[src/rtl/uart_periph.sv]
// Memory-mapped 8N1 UART: TX FIFO feeding a serialiser, RX deserialiser with one
// holding register, W1C status flags and a level interrupt.
module uart_periph #(
   parameter int          FIFO_DEPTH  = 4,
   parameter logic [15:0] DEFAULT_DIV = 16'd433
) (
   input  logic        clk,
   input  logic        rst,
   input  logic [31:0] bAddr,
   input  logic [31:0] bWData,
   input  logic        bSel,
   input  logic        bWrite,
   input  logic [1:0]  mem_size,
   output logic [31:0] bRData,
   output logic        txd,
   input  logic        rxd,
   output logic        irq
);
   localparam int AW = $clog2(FIFO_DEPTH);
   localparam int CW = AW + 1;

   typedef enum logic [1:0] {S_IDLE, S_START, S_DATA, S_STOP} state_t;

   logic [15:0]   baud_reg;
   logic [3:0]    ctrl_reg;
   logic [7:0]    fifo_mem [FIFO_DEPTH];
   logic [AW-1:0] wr_ptr_reg, rd_ptr_reg;
   logic [CW-1:0] count_reg;

   state_t        tx_state_reg;
   logic [15:0]   tx_cnt_reg;
   logic [2:0]    tx_bit_reg;
   logic [7:0]    tx_shift_reg;
   logic          txd_reg;

   state_t        rx_state_reg;
   logic [15:0]   rx_cnt_reg;
   logic [2:0]    rx_bit_reg;
   logic [7:0]    rx_shift_reg;
   logic [7:0]    rx_data_reg;
   logic          rx_valid_reg, rx_overrun_reg, rx_frame_err_reg;
   logic [1:0]    rx_sync_reg;
   logic          rx_prev_reg;

   logic wr_access, word_wr, data_wr, status_wr, baud_wr, ctrl_wr;
   logic tx_full, tx_empty, tx_busy, push, tx_pop, rx_s;
   logic [15:0] half_load;
   logic unused_bits;

   assign wr_access = bSel & bWrite;
   assign word_wr   = wr_access & (mem_size == 2'b10);
   assign data_wr   = wr_access & (bAddr[3:2] == 2'd0);
   assign status_wr = word_wr & (bAddr[3:2] == 2'd1);
   assign baud_wr   = word_wr & (bAddr[3:2] == 2'd2);
   assign ctrl_wr   = word_wr & (bAddr[3:2] == 2'd3);

   assign tx_full  = (count_reg == CW'(FIFO_DEPTH));
   assign tx_empty = (count_reg == '0);
   assign tx_busy  = (tx_state_reg != S_IDLE);
   assign push     = data_wr & ~tx_full;
   // A pop happens either from IDLE or at the end of STOP for gapless back-to-back frames.
   assign tx_pop   = ctrl_reg[0] & ~tx_empty &
                     ((tx_state_reg == S_IDLE) | ((tx_state_reg == S_STOP) & (tx_cnt_reg == 16'd0)));
   assign rx_s     = rx_sync_reg[1];
   assign half_load = (baud_reg == 16'd0) ? 16'd0 :
                      16'(({1'b0, baud_reg} + 17'd1) >> 1) - 16'd1;
   assign unused_bits = ^{bAddr[31:4], bAddr[1:0], bWData[31:16]};

   always_ff @(posedge clk or negedge rst) begin
      if (!rst) begin
         baud_reg <= DEFAULT_DIV;
         ctrl_reg <= 4'd0;
      end else begin
         if (baud_wr) baud_reg <= bWData[15:0];
         if (ctrl_wr) ctrl_reg <= bWData[3:0];
      end
   end

   always_ff @(posedge clk) begin
      if (push) fifo_mem[wr_ptr_reg] <= bWData[7:0];
   end

   always_ff @(posedge clk or negedge rst) begin
      if (!rst) begin
         wr_ptr_reg <= '0;
         rd_ptr_reg <= '0;
         count_reg  <= '0;
      end else begin
         if (push)   wr_ptr_reg <= wr_ptr_reg + 1'b1;
         if (tx_pop) rd_ptr_reg <= rd_ptr_reg + 1'b1;
         case ({push, tx_pop})
            2'b10:   count_reg <= count_reg + 1'b1;
            2'b01:   count_reg <= count_reg - 1'b1;
            default: count_reg <= count_reg;
         endcase
      end
   end

   // txd is registered from the current state, so the line lags the FSM by one clock.
   always_ff @(posedge clk or negedge rst) begin
      if (!rst) begin
         tx_state_reg <= S_IDLE;
         tx_cnt_reg   <= 16'd0;
         tx_bit_reg   <= 3'd0;
         tx_shift_reg <= 8'd0;
         txd_reg      <= 1'b1;
      end else begin
         txd_reg <= (tx_state_reg == S_START) ? 1'b0 :
                    (tx_state_reg == S_DATA)  ? tx_shift_reg[0] : 1'b1;
         case (tx_state_reg)
            S_IDLE: if (tx_pop) begin
               tx_shift_reg <= fifo_mem[rd_ptr_reg];
               tx_cnt_reg   <= baud_reg;
               tx_state_reg <= S_START;
            end
            S_START: if (tx_cnt_reg == 16'd0) begin
               tx_cnt_reg   <= baud_reg;
               tx_bit_reg   <= 3'd0;
               tx_state_reg <= S_DATA;
            end else tx_cnt_reg <= tx_cnt_reg - 16'd1;
            S_DATA: if (tx_cnt_reg == 16'd0) begin
               tx_cnt_reg   <= baud_reg;
               tx_shift_reg <= tx_shift_reg >> 1;
               tx_bit_reg   <= tx_bit_reg + 3'd1;
               if (tx_bit_reg == 3'd7) tx_state_reg <= S_STOP;
            end else tx_cnt_reg <= tx_cnt_reg - 16'd1;
            default: if (tx_cnt_reg == 16'd0) begin
               if (tx_pop) begin
                  tx_shift_reg <= fifo_mem[rd_ptr_reg];
                  tx_cnt_reg   <= baud_reg;
                  tx_state_reg <= S_START;
               end else tx_state_reg <= S_IDLE;
            end else tx_cnt_reg <= tx_cnt_reg - 16'd1;
         endcase
      end
   end

   // W1C is applied first so that a hardware set later in the block wins.
   always_ff @(posedge clk or negedge rst) begin
      if (!rst) begin
         rx_sync_reg      <= 2'b11;
         rx_prev_reg      <= 1'b1;
         rx_state_reg     <= S_IDLE;
         rx_cnt_reg       <= 16'd0;
         rx_bit_reg       <= 3'd0;
         rx_shift_reg     <= 8'd0;
         rx_data_reg      <= 8'd0;
         rx_valid_reg     <= 1'b0;
         rx_overrun_reg   <= 1'b0;
         rx_frame_err_reg <= 1'b0;
      end else begin
         rx_sync_reg <= {rx_sync_reg[0], rxd};
         rx_prev_reg <= rx_s;
         if (status_wr) begin
            rx_valid_reg     <= rx_valid_reg & ~bWData[3];
            rx_overrun_reg   <= rx_overrun_reg & ~bWData[4];
            rx_frame_err_reg <= rx_frame_err_reg & ~bWData[5];
         end
         if (!ctrl_reg[1]) rx_state_reg <= S_IDLE;
         else begin
            case (rx_state_reg)
               S_IDLE: if (rx_prev_reg & ~rx_s) begin
                  rx_cnt_reg   <= half_load;
                  rx_state_reg <= S_START;
               end
               S_START: if (rx_cnt_reg == 16'd0) begin
                  if (rx_s) rx_state_reg <= S_IDLE;
                  else begin
                     rx_cnt_reg   <= baud_reg;
                     rx_bit_reg   <= 3'd0;
                     rx_state_reg <= S_DATA;
                  end
               end else rx_cnt_reg <= rx_cnt_reg - 16'd1;
               S_DATA: if (rx_cnt_reg == 16'd0) begin
                  rx_shift_reg <= {rx_s, rx_shift_reg[7:1]};
                  rx_cnt_reg   <= baud_reg;
                  rx_bit_reg   <= rx_bit_reg + 3'd1;
                  if (rx_bit_reg == 3'd7) rx_state_reg <= S_STOP;
               end else rx_cnt_reg <= rx_cnt_reg - 16'd1;
               default: if (rx_cnt_reg == 16'd0) begin
                  rx_state_reg <= S_IDLE;
                  if (rx_s) begin
                     rx_data_reg  <= rx_shift_reg;
                     rx_valid_reg <= 1'b1;
                     if (rx_valid_reg) rx_overrun_reg <= 1'b1;
                  end else rx_frame_err_reg <= 1'b1;
               end else rx_cnt_reg <= rx_cnt_reg - 16'd1;
            endcase
         end
      end
   end

   always_comb begin
      bRData = 32'd0;
      case (bAddr[3:2])
         2'd0:    bRData = {24'd0, rx_data_reg};
         2'd1:    bRData = {26'd0, rx_frame_err_reg, rx_overrun_reg, rx_valid_reg,
                            tx_busy, tx_empty, tx_full};
         2'd2:    bRData = {16'd0, baud_reg};
         default: bRData = {28'd0, ctrl_reg};
      endcase
   end

   assign txd = txd_reg;
   assign irq = (ctrl_reg[2] & rx_valid_reg) | (ctrl_reg[3] & tx_empty & ~tx_busy);
endmodule

[config.mk]
export PLATFORM = sky130hd
export DESIGN_NAME = uart_periph
export DESIGN_NICKNAME = d
export VERILOG_FILES = /design/src/rtl/uart_periph.sv
export SDC_FILE = /design/constraint.sdc
export NUM_CORES = 1
export LEC_CHECK = 0
export CAP_MARGIN = 20
export CORE_MARGIN = 1
export CORE_UTILIZATION = 40
export DETAILED_ROUTE_END_ITERATION = 8
export MAX_ROUTING_LAYER = met4
export PLACE_DENSITY = 0.7
export SYNTH_ARGS = -nofsm -noshare
export SYNTH_HDL_FRONTEND = slang
export SYNTH_SLANG_ARGS = --single-unit
[constraint.sdc]
create_clock -name clk -period 3.51 [get_ports clk]
set_clock_uncertainty 0.05 [all_clocks]
set_input_delay 0.702 -clock clk [delete_from_list [all_inputs] [get_ports clk]]
set_output_delay 0.702 -clock clk [all_outputs]
set_load 0.02 [all_outputs]
After elaboration in Yosys (flattened, before gate mapping)

Memories as Yosys holds them, arrays and structs flattened.
Index checks and enable logic that the tools add are counted.

Flip-flop bits (word level): 100
Bits in latches: 0
Memory bits (writable): 32
ROM bits: 0
Input bits: 71
Output and inout port bits: 34
Memories kept: 1

$add $sub $neg: 10
$mul: 0
Div/mod/pow operators: 0
Order comparisons: 0
Equality and inequality tests: 29
Shift operators: 0
Multiplexer cells: 59
Bitwise gates (word level): 28
Reductions and logical operators: 22

Memories:

| name     | depth | width | rd ports | clocked after memory_dff | write ports | RTL line | text |
|---|---|---|---|---|---|---|---|
| fifo_mem | 4     | 8     | 1        | 0                        | 1           | 26       | `logic [7:0] fifo_mem [FIFO_DEPTH];` |

Operators with widths:

| operator                                             | count |
|---|---|
| 2-to-1 mux 16 bit                                    | 9 |
| one-hot mux 16 bit (3 select lines)                  | 2 |
| logical NOT 16 bit                                   | 3 |
| subtractor 16 x 1 -> 16 bit (second input constant)  | 3 |
| one-hot mux 16 bit (2 select lines)                  | 1 |
| 2-to-1 mux 2 bit                                     | 12 |
| 2-to-1 mux 8 bit                                     | 3 |
| one-hot mux 8 bit (3 select lines)                   | 1 |
| 2-to-1 mux 1 bit                                     | 21 |
| one-hot mux 3 bit (2 select lines)                   | 3 |
| adder 16 x 1 -> 17 bit (second input constant)       | 1 |
| AND 1 bit                                            | 17 |
| 2-to-1 mux 3 bit                                     | 5 |
| != test 3 bit (second input constant)                | 5 |
| AND reduction 5 bit                                  | 3 |
| equality test 2 bit (second input constant)          | 7 |
| != test 2 bit (second input constant)                | 7 |
| one-hot mux 2 bit (3 select lines)                   | 2 |
| nonzero test 2 bit                                   | 5 |
| adder 3 x 1 -> 3 bit (second input constant)         | 3 |
| equality test 3 bit (second input constant)          | 3 |
| inverter 1 bit                                       | 9 |
| AND reduction 3 bit                                  | 3 |
| equality test 2 x 1 -> 1 bit (second input constant) | 4 |
| other kinds (11)                                     | 16 |

Longest topological paths before layout

Gate-level depths: netlist of run 1.

Word-level depth: 9
Gate-level depth with buffers: 13
Gate-level depth less buffers: 12

Worst setup path before layout of run 1

OpenSTA, ideal clock, no wires.

Kind: reg-to-reg
Start point: register tx_cnt_reg[1]
End point: register count_reg[2]
Library setup time: 79 ps
Arrival time: 2,916 ps
Required time: 3,381 ps
Slack: 464 ps
Cell stages (with the launch flop): 14
Path buffers: 1
Period minus slack after synthesis: 3,046 ps
Cell sequence: dfrtp_1 > inv_1 > ha_1 > or3b_1 > clkbuf_1 > nand4b_1 > o31a_1 > inv_2 > ha_1 > inv_1 > fa_1 > xor2_1 > nor2_1 > xor2_1

Cells in the longest elaborated chain, start to end: 6
Elaborated cells between the ends (all ways): 8
Those cells by class: 2 x eq/ne; 1 x mux; 3 x bitwise; 2 x reduce/logical

Ends and longest elaborated chain:

| what                                                                            | RTL line | text |
|---|---|---|
| start: declaration                                                              | 31       | `logic [15:0] tx_cnt_reg;` |
| start signal: assignment                                                        | 113      | `tx_cnt_reg <= baud_reg;` |
| start signal: assignment                                                        | 117      | `tx_cnt_reg <= baud_reg;` |
| start signal: assignment                                                        | 120      | `end else tx_cnt_reg <= tx_cnt_reg - 16'd1;` |
| logical NOT 16 bit (*)                                                          | 63       | `((tx_state_reg == S_IDLE) \| ((tx_state_reg == S_STOP) & (tx_cnt_reg == 16'd0)));` |
| AND 1 bit (*)                                                                   | 63       |  |
| OR 1 bit (*)                                                                    | 63       |  |
| AND 1 bit (*)                                                                   | 62       | `assign tx_pop = ctrl_reg[0] & ~tx_empty &` |
| named net tx_pop                                                                | 46       | `logic tx_full, tx_empty, tx_busy, push, tx_pop, rx_s;` |
| equality test 2 x 1 -> 1 bit / equality test 2 bit (equally long branches)      | 91       | `case ({push, tx_pop})` |
| one-hot mux 3 bit (2 select lines) / nonzero test 2 bit (equally long branches) | --       |  |
| end signal: assignment                                                          | 92       | `2'b10: count_reg <= count_reg + 1'b1;` |
| end signal: assignment                                                          | 93       | `2'b01: count_reg <= count_reg - 1'b1;` |
| end signal: assignment                                                          | 94       | `default: count_reg <= count_reg;` |
| end: declaration                                                                | 28       | `logic [CW-1:0] count_reg;` |

The timed path passes the listed nets; every way through them passes the cells marked *.
A chain may end at the register's enable or synchronous reset.

Worst setup path in the final report of run 1

Start point: register baud_reg[1]
End point: register rx_cnt_reg[15]

Cells in the longest elaborated chain, start to end: 5
Elaborated cells between the ends (all ways): 6
Those cells by class: 2 x add/sub; 3 x mux; 1 x reduce/logical

Ends and longest elaborated chain:

| what                                    | RTL line | text |
|---|---|---|
| start: declaration                      | 24       | `logic [15:0] baud_reg;` |
| start signal: assignment                | 74       | `if (baud_wr) baud_reg <= bWData[15:0];` |
| adder 16 x 1 -> 17 bit                  | 66       | `16'(({1'b0, baud_reg} + 17'd1) >> 1) - 16'd1;` |
| subtractor 16 x 1 -> 16 bit             | 66       |  |
| 2-to-1 mux 16 bit (*)                   | 65       | `assign half_load = (baud_reg == 16'd0) ? 16'd0 :` |
| 2-to-1 mux 16 bit (*)                   | 162      | `S_IDLE: if (rx_prev_reg & ~rx_s) begin` |
| one-hot mux 16 bit (3 select lines) (*) | 161      | `case (rx_state_reg)` |
| end signal: assignment                  | 163      | `rx_cnt_reg <= half_load;` |
| end signal: assignment                  | 169      | `rx_cnt_reg <= baud_reg;` |
| end signal: assignment                  | 173      | `end else rx_cnt_reg <= rx_cnt_reg - 16'd1;` |
| end: declaration                        | 37       | `logic [15:0] rx_cnt_reg;` |

Every way passes the cells marked *; elsewhere a longest branch is shown, timed or not. The select of a mux whose other input is x is not followed.

==> results of run 1 <==
==> critical path, delay by kind of cell, from the launching register on <==
kind,cells,cell delay (ns)
compound gates,4,1.50
flops,1,0.53
fa+ha+maj,1,0.38
simple gates,2,0.68
==> synthesized netlist by cell type (4+ instances only) <==
library cell / number
dfrtp_1: 91
o21ai_0: 68
nand2_1: 65
clkbuf_1: 51
a21oi_1: 47
mux2_2: 43
nor2_1: 43
inv_1: 36
edfxtp_1: 32
xnor2_1: 26
ha_1: 23
mux2i_1: 21
nand3_1: 21
nor3_1: 20
and2_1: 18
nor4_1: 18
buf_4: 16
nand4_1: 13
and3_1: 12
mux4_2: 12
o31ai_1: 11
a22o_1: 9
dfstp_2: 9
o22ai_1: 9
or3_1: 9
o211ai_1: 8
or4_1: 8
a21boi_0: 7
xor2_1: 7
a32oi_1: 6
buf_1: 6
nor2b_1: 6
o221ai_1: 6
a31oi_1: 5
o21a_1: 5
o31a_1: 5
a211o_1: 4
a211oi_1: 4
a221o_1: 4
a221oi_1: 4
a22oi_1: 4
nand2b_1: 4
==> power by group through the flow <==
stage	logic, mW	registers, mW	clock network (mW)
floorplan	2.22	2.19	0
global placement	2.74	2.42	0
detailed placement	2.80	2.44	0
CTS	2.82	2.41	1.82
global route	3.15	2.48	1.89
finish	2.86	2.42	1.80
==> metal layers <==
layer,global-route usage,share of wire
met1,0.314,0.46
met4,0.0845,0.024
met3,0.0370,0.072
met2,0.320,0.44
met5,-,0
==> worst min-delay path by stage <==
stage | startpoint | end | slack [ns] | cells past startpoint
after floorplan | rx_sync_reg[0] | rx_sync_reg[1] | 0.30 | 0
after global placement | rx_sync_reg[0] | rx_sync_reg[1] | 0.30 | 0
after detailed placement | rx_sync_reg[0] | rx_sync_reg[1] | 0.30 | 0
after CTS | rst | rx_cnt_reg[8] | 0.23 | 1
after global routing | rst | rx_cnt_reg[4] | 0.26 | 1
final | rst | rx_cnt_reg[9] | 0.21 | 1
==> layout make-up <==
| cell class | count | area [um2] | area share |
|---|---|---|---|
| Multi-Input combinational cell | 641 | 4530 | 0.462 |
| Sequential cell | 132 | 3470 | 0.355 |
| Timing Repair Buffer | 81 | 723 | 0.0738 |
| Clock buffer | 17 | 425 | 0.0434 |
| Tap cell | 270 | 338 | 0.0345 |
| Clock inverter | 15 | 160 | 0.0163 |
| Inverter | 40 | 150 | 0.0153 |
==> per-stage QoR <==
stage                     utilization  setup slack, ns  hold WS, ns
after floorplan                     -            0.464        0.295
after global placement          0.451            0.289        0.296
after detailed placement        0.451            0.305        0.297
after CTS                       0.480            0.298        0.229
after global routing            0.480           0.0603        0.264
final                           0.480            0.264        0.214
==> logic make-up after synthesis <==
group           synth area share
mux                        0.114
xor+xnor                  0.0342
flops                      0.412
buf+inv                   0.0585
fa+ha+maj                 0.0365
simple gates               0.161
other cells             0.000444
compound gates             0.183
==> summary.txt, run 1 <==
Die
  • Die Span X: 147 um
  • Starting Density: 0.413
  • Core ar.: 20,400 um2
  • Row cnt: 52
  • Die area: 21,700 um2
  • Die height: 147 um
  • Boundary pin count: 105

Power
  • Power density over the cells: 722 nW/um2
  • Total power: 7.08 mW
  • Switch Pwr: 2.88 mW
  • P_int: 4.20 mW
  • Clk pwr share: 0.254
  • Switching part of the total power: 0.407
  • VDD IR max: 390 uV
  • Static Leak: 3.91 nW
  • Register share of total power: 0.342
  • Proportion of power drawn by combinational gates: 0.404

Critical path
  • Reg-to-Reg Start: baud_reg[1]
  • Max incr delay on CP: 0.69 ns
  • Crit path cell chain: ha_1 -> or3_1 -> a2111oi_0 -> o221ai_1 -> o21ba_2 -> a311oi_1 -> nor4_1
  • WS Path Type: reg -> reg
  • Crit path to: rx_cnt_reg[15]
  • Critical path required time: 3.79 ns
  • Reg-to-reg slack, setup: 0.26 ns
  • Slowest cell on the critical path: a2111oi_0
  • Crit path launch type: flop
  • Crit path max fanout: 12
  • R2R cell count: 7
  • CP Capture Type: flop
  • CP Data Arrival Time: 3.53 ns
  • Worst Setup SP: baud_reg[1]
  • R2R Path End: rx_cnt_reg[15]

Synth
  • Top cell type's share of synthesized area: 0.270
  • Largest cells by area after synthesis: dfrtp_1 27%, edfxtp_1 11%, mux2_2 5.7%, o21ai_0 4.0%, ha_1 3.4%
  • Register area share after synthesis: 0.412
  • Post-synthesis async set-or-reset flop share: 0.758
  • Post-Syn Instances: 873
  • Synthesized flop and latch total: 132
  • Ys flop type: dfrtp_1
  • Syn Area/Cell: 9.67 um2
  • Post-Syn Area: 8440 um2
  • Area leader, netlist: dfrtp_1
  • EDFF count, synth: 32
  • Syn. warnings: 0
  • Synth cell types: 76

Final layout
  • Layout cell share with drive strength beyond 1: 0.164
  • Max reg flops: 32
  • Non-Filler Instances: 1,196
  • Area Growth Syn to Fin: 16.1%
  • Final #Nets: 1,008
  • Largest Register: fifo_mem
  • FILL cells: 1,919
  • Diode count: 0
  • Commonest non-fill, non-tap cell in the layout: dfrtp_1
  • Most frequent cells in the layout: 91 x dfrtp_1, 68 x o21ai_0, 65 x nand2_1
  • Finished Cell Area: 9800 um2

Clock network
  • Post-CTS Resized: 0
  • CTS clk-pin slew, worst paths: 0.06 ns
  • H-tree depth: 4
  • TritonCTS clock tree: built
  • Clk root buf: clkbuf_16
  • Post-CTS Repair Setup Buffers: 0
  • TritonCTS Buffers: 17
  • Hold buffers post-CTS: 0
  • Clock latency on the worst-skew pair: 0.43 ns
  • Clk sinks: 132
  • Max clock buf depth: 2

Timing
  • Slew Limit Headroom: 0.512
  • Finish-stage setup viols: 0
  • Slew @ Worst Pin: 0.714 ns
  • Setup TNS: 0 ns
  • Fin crit share: 0.925
  • Fin. Hold Viols: 0
  • RSZ-0062 raised after global routing: no
  • Pins Over Slew Limit: 0
  • Highest Clock Rate: 308 MHz
  • Final min period: 3.25 ns

Drt
  • DRC violations left: 0
  • Initial DRT Pass Iterations: 5
  • DRT iter0 DRCs: 592
  • Via count: 7,166
  • Final wirelength: 22,500 um
  • Antenna-violating nets left: 0
  • Vias/cell: 5.99
  • DR WL/cell: 18.8 um

Run status
  • Status: complete, no violations

Hold path
  • Hold Path Class: in -> async

Global route
  • Vias in the first global route: 6,766
  • Largest net degree at the start of global routing: 60
  • Total GRT Usage: 0.223
  • First-pass GRT wire length: 36,500 um
  • Initial antenna violation count: 0
  • Total gr overflow: 0

Place
  • Placed Area: 9220 um2
  • Placer Congestion: 0.947
  • Placed cells: 1,164
  • Port Buffers: 42
  • HPWL Detailed: 15,600 um

Job
  • Max cap viols: 0
No activity file was read; power rests on OpenSTA's default activity.
==> run 2, diff against run 1 <==
- CAP_MARGIN: 20 -> 15
- clock period: 3.51 -> 4.1 ns (I/O delays scaled with it)
==> summary.txt, run 2 (synthesized netlist as in run 1, its figures left out) <==
Final layout
  • Commonest non-fill, non-tap cell in the layout: dfrtp_1 (unchanged)
  • Final #Nets: 990 (was 1,008)
  • Layout Utilization: 0.473 (was 0.480)
  • Diode count: 0 (unchanged)
  • Area Growth Syn to Fin: 14.4% (was 16.1%)
  • Layout cell share with drive strength beyond 1: 0.148 (was 0.164)
  • Most frequent cells in the layout: 91 x dfrtp_1, 68 x o21ai_0, 65 x nand2_1 (unchanged)
  • Non-Filler Instances: 1,178 (was 1,196)
  • Max reg flops: 32 (unchanged)
  • Largest Register: fifo_mem (unchanged)

Run status
  • Status: complete, no violations (unchanged)

Timing
  • Final min period: 3.60 ns
  • Highest Clock Rate: 277 MHz
  • Slew @ Worst Pin: 0.914 ns (was 0.714 ns)
  • RSZ-0062 raised after global routing: no (unchanged)
  • Slew Limit Headroom: 0.375 (was 0.512)
  • Finish-stage setup viols: 0 (unchanged)
  • Fin. Hold Viols: 0 (unchanged)
  • Pins Over Slew Limit: 0 (unchanged)
  • Fin crit share: 0.879
  • Setup TNS: 0 ns (unchanged)

Clock network
  • Clock latency on the worst-skew pair: 0.43 ns (about the same)
  • Post-CTS Resized: 0 (unchanged)
  • Hold buffers post-CTS: 0 (unchanged)
  • Post-CTS Repair Setup Buffers: 0 (unchanged)
  • Max clock buf depth: 2 (unchanged)
  • Clk root buf: clkbuf_16 (unchanged)
  • Clk sinks: 132 (unchanged)
  • CTS clk-pin slew, worst paths: 0.06 ns (about the same)
  • TritonCTS clock tree: built (unchanged)
  • H-tree depth: 4 (unchanged)
  • TritonCTS Buffers: 17 (unchanged)

Die
  • Die height: 147 um (unchanged)
  • Die area: 21,700 um2 (unchanged)
  • Boundary pin count: 105 (unchanged)
  • Die Span X: 147 um (unchanged)
  • Row cnt: 52 (unchanged)
  • Starting Density: 0.413 (unchanged)
  • Core ar.: 20,400 um2 (unchanged)

Drt
  • Antenna-violating nets left: 0 (unchanged)
  • DRC violations left: 0 (unchanged)
  • Vias/cell: 6.01 (was 5.99)
  • DR WL/cell: 18.7 um (was 18.8 um)
  • Final wirelength: 22,000 um (was 22,500 um)
  • Via count: 7,085 (was 7,166)
  • Initial DRT Pass Iterations: 6 (was 5)
  • DRT iter0 DRCs: 672 (was 592)

Place
  • Placed cells: 1,146 (was 1,164)
  • Placer Congestion: 0.938 (was 0.947)
  • Port Buffers: 42 (unchanged)
  • HPWL Detailed: 15,100 um (was 15,600 um)

Global route
  • Initial antenna violation count: 0 (unchanged)
  • Total GRT Usage: 0.216 (was 0.223)
  • Vias in the first global route: 6,548 (was 6,766)
  • Largest net degree at the start of global routing: 49 (was 60)
  • First-pass GRT wire length: 35,500 um (was 36,500 um)
  • Total gr overflow: 0 (unchanged)

Critical path
  • Reg-to-reg slack, setup: 0.61 ns (was 0.26 ns)
  • Critical path required time: 3.23 ns (was 3.79 ns)
  • WS Path Type: in -> out (was reg -> reg)
  • CP Capture Type: output port (was flop)
  • CP Data Arrival Time: 2.73 ns (was 3.53 ns)
  • Crit path launch type: input pin (was flop)
  • Crit path max fanout: 11 (was 12)

Power
  • VDD IR max: 332 uV (was 390 uV)
  • Static Leak: 3.82 nW (was 3.91 nW)
  • Power density over the cells: 619 nW/um2 (was 722 nW/um2)

Hold path
  • Hold Path Class: reg -> reg (was in -> async)

Job
  • Max cap viols: 0 (unchanged)
[run 2: changes by cell type in the layout (fill, tap and decap cells not counted)]
cell	change
clkinv_4	+1
buf_4	-17
inv_8	-2
buf_12	-1
clkinv_8	+1
[run 2: path summary, 6_finish.rpt]
path	from	to	cells past startpoint
hold reg to reg	rx_sync_reg[0]	rx_sync_reg[1]	0
max in group asynchronous	rst	baud_reg[5]	2
min in group asynchronous	rst	rx_cnt_reg[12]	1
setup / recovery	bAddr[2]	bRData[2]	3
hold / removal	rx_sync_reg[0]	rx_sync_reg[1]	0
setup reg to reg	baud_reg[1]	rx_cnt_reg[15]	7
[run 2: metal layers]
metal	wire length (um)	global-route usage	vias up
met5	0	-	-
met4	566	0.0778	0
met3	1610	0.0509	48
met2	9630	0.309	318
met1	10200	0.297	3448
li1	-	-	3271
[run 2: area by class of cell]
cell class / instances / area (um2)
repair buffers: 63 / 576
multi-input cells: 641 / 4530
fillers: 1925 / 10800
well taps: 270 / 338
inverters: 40 / 150
clock buffers: 17 / 425
clock inverters: 15 / 163
flip-flops and latches: 132 / 3470
[run 2: metrics by stage]
stage / setup WS, ns / cell area (um2) / power, mW / hold slack [ns]
global placement: 0.464 / 9070 / 4.35 / 0.296
global route: 0.354 / 9660 / 6.36 / 0.310
detailed placement: 0.497 / 9070 / 4.41 / 0.298
CTS: 0.480 / 9660 / 5.96 / 0.307
finish: 0.496 / 9660 / 5.98 / 0.307
floorplan: 1.05 / 8500 / 3.77 / 0.295
[run 2: power by group]
part | leakage, nW | switching, mW | internal (mW)
sequential | 1.54 | 0.453 | 1.65
clock | 0.284 | 0.677 | 0.862
combinational | 2.00 | 1.30 | 1.03
total | 3.82 | 2.43 | 3.55
[run 2: worst max-delay path: stages]
cell	delay [ns]
clkdlybuf4s50_1	0.76
mux4_2	0.57
clkdlybuf4s50_1	0.57
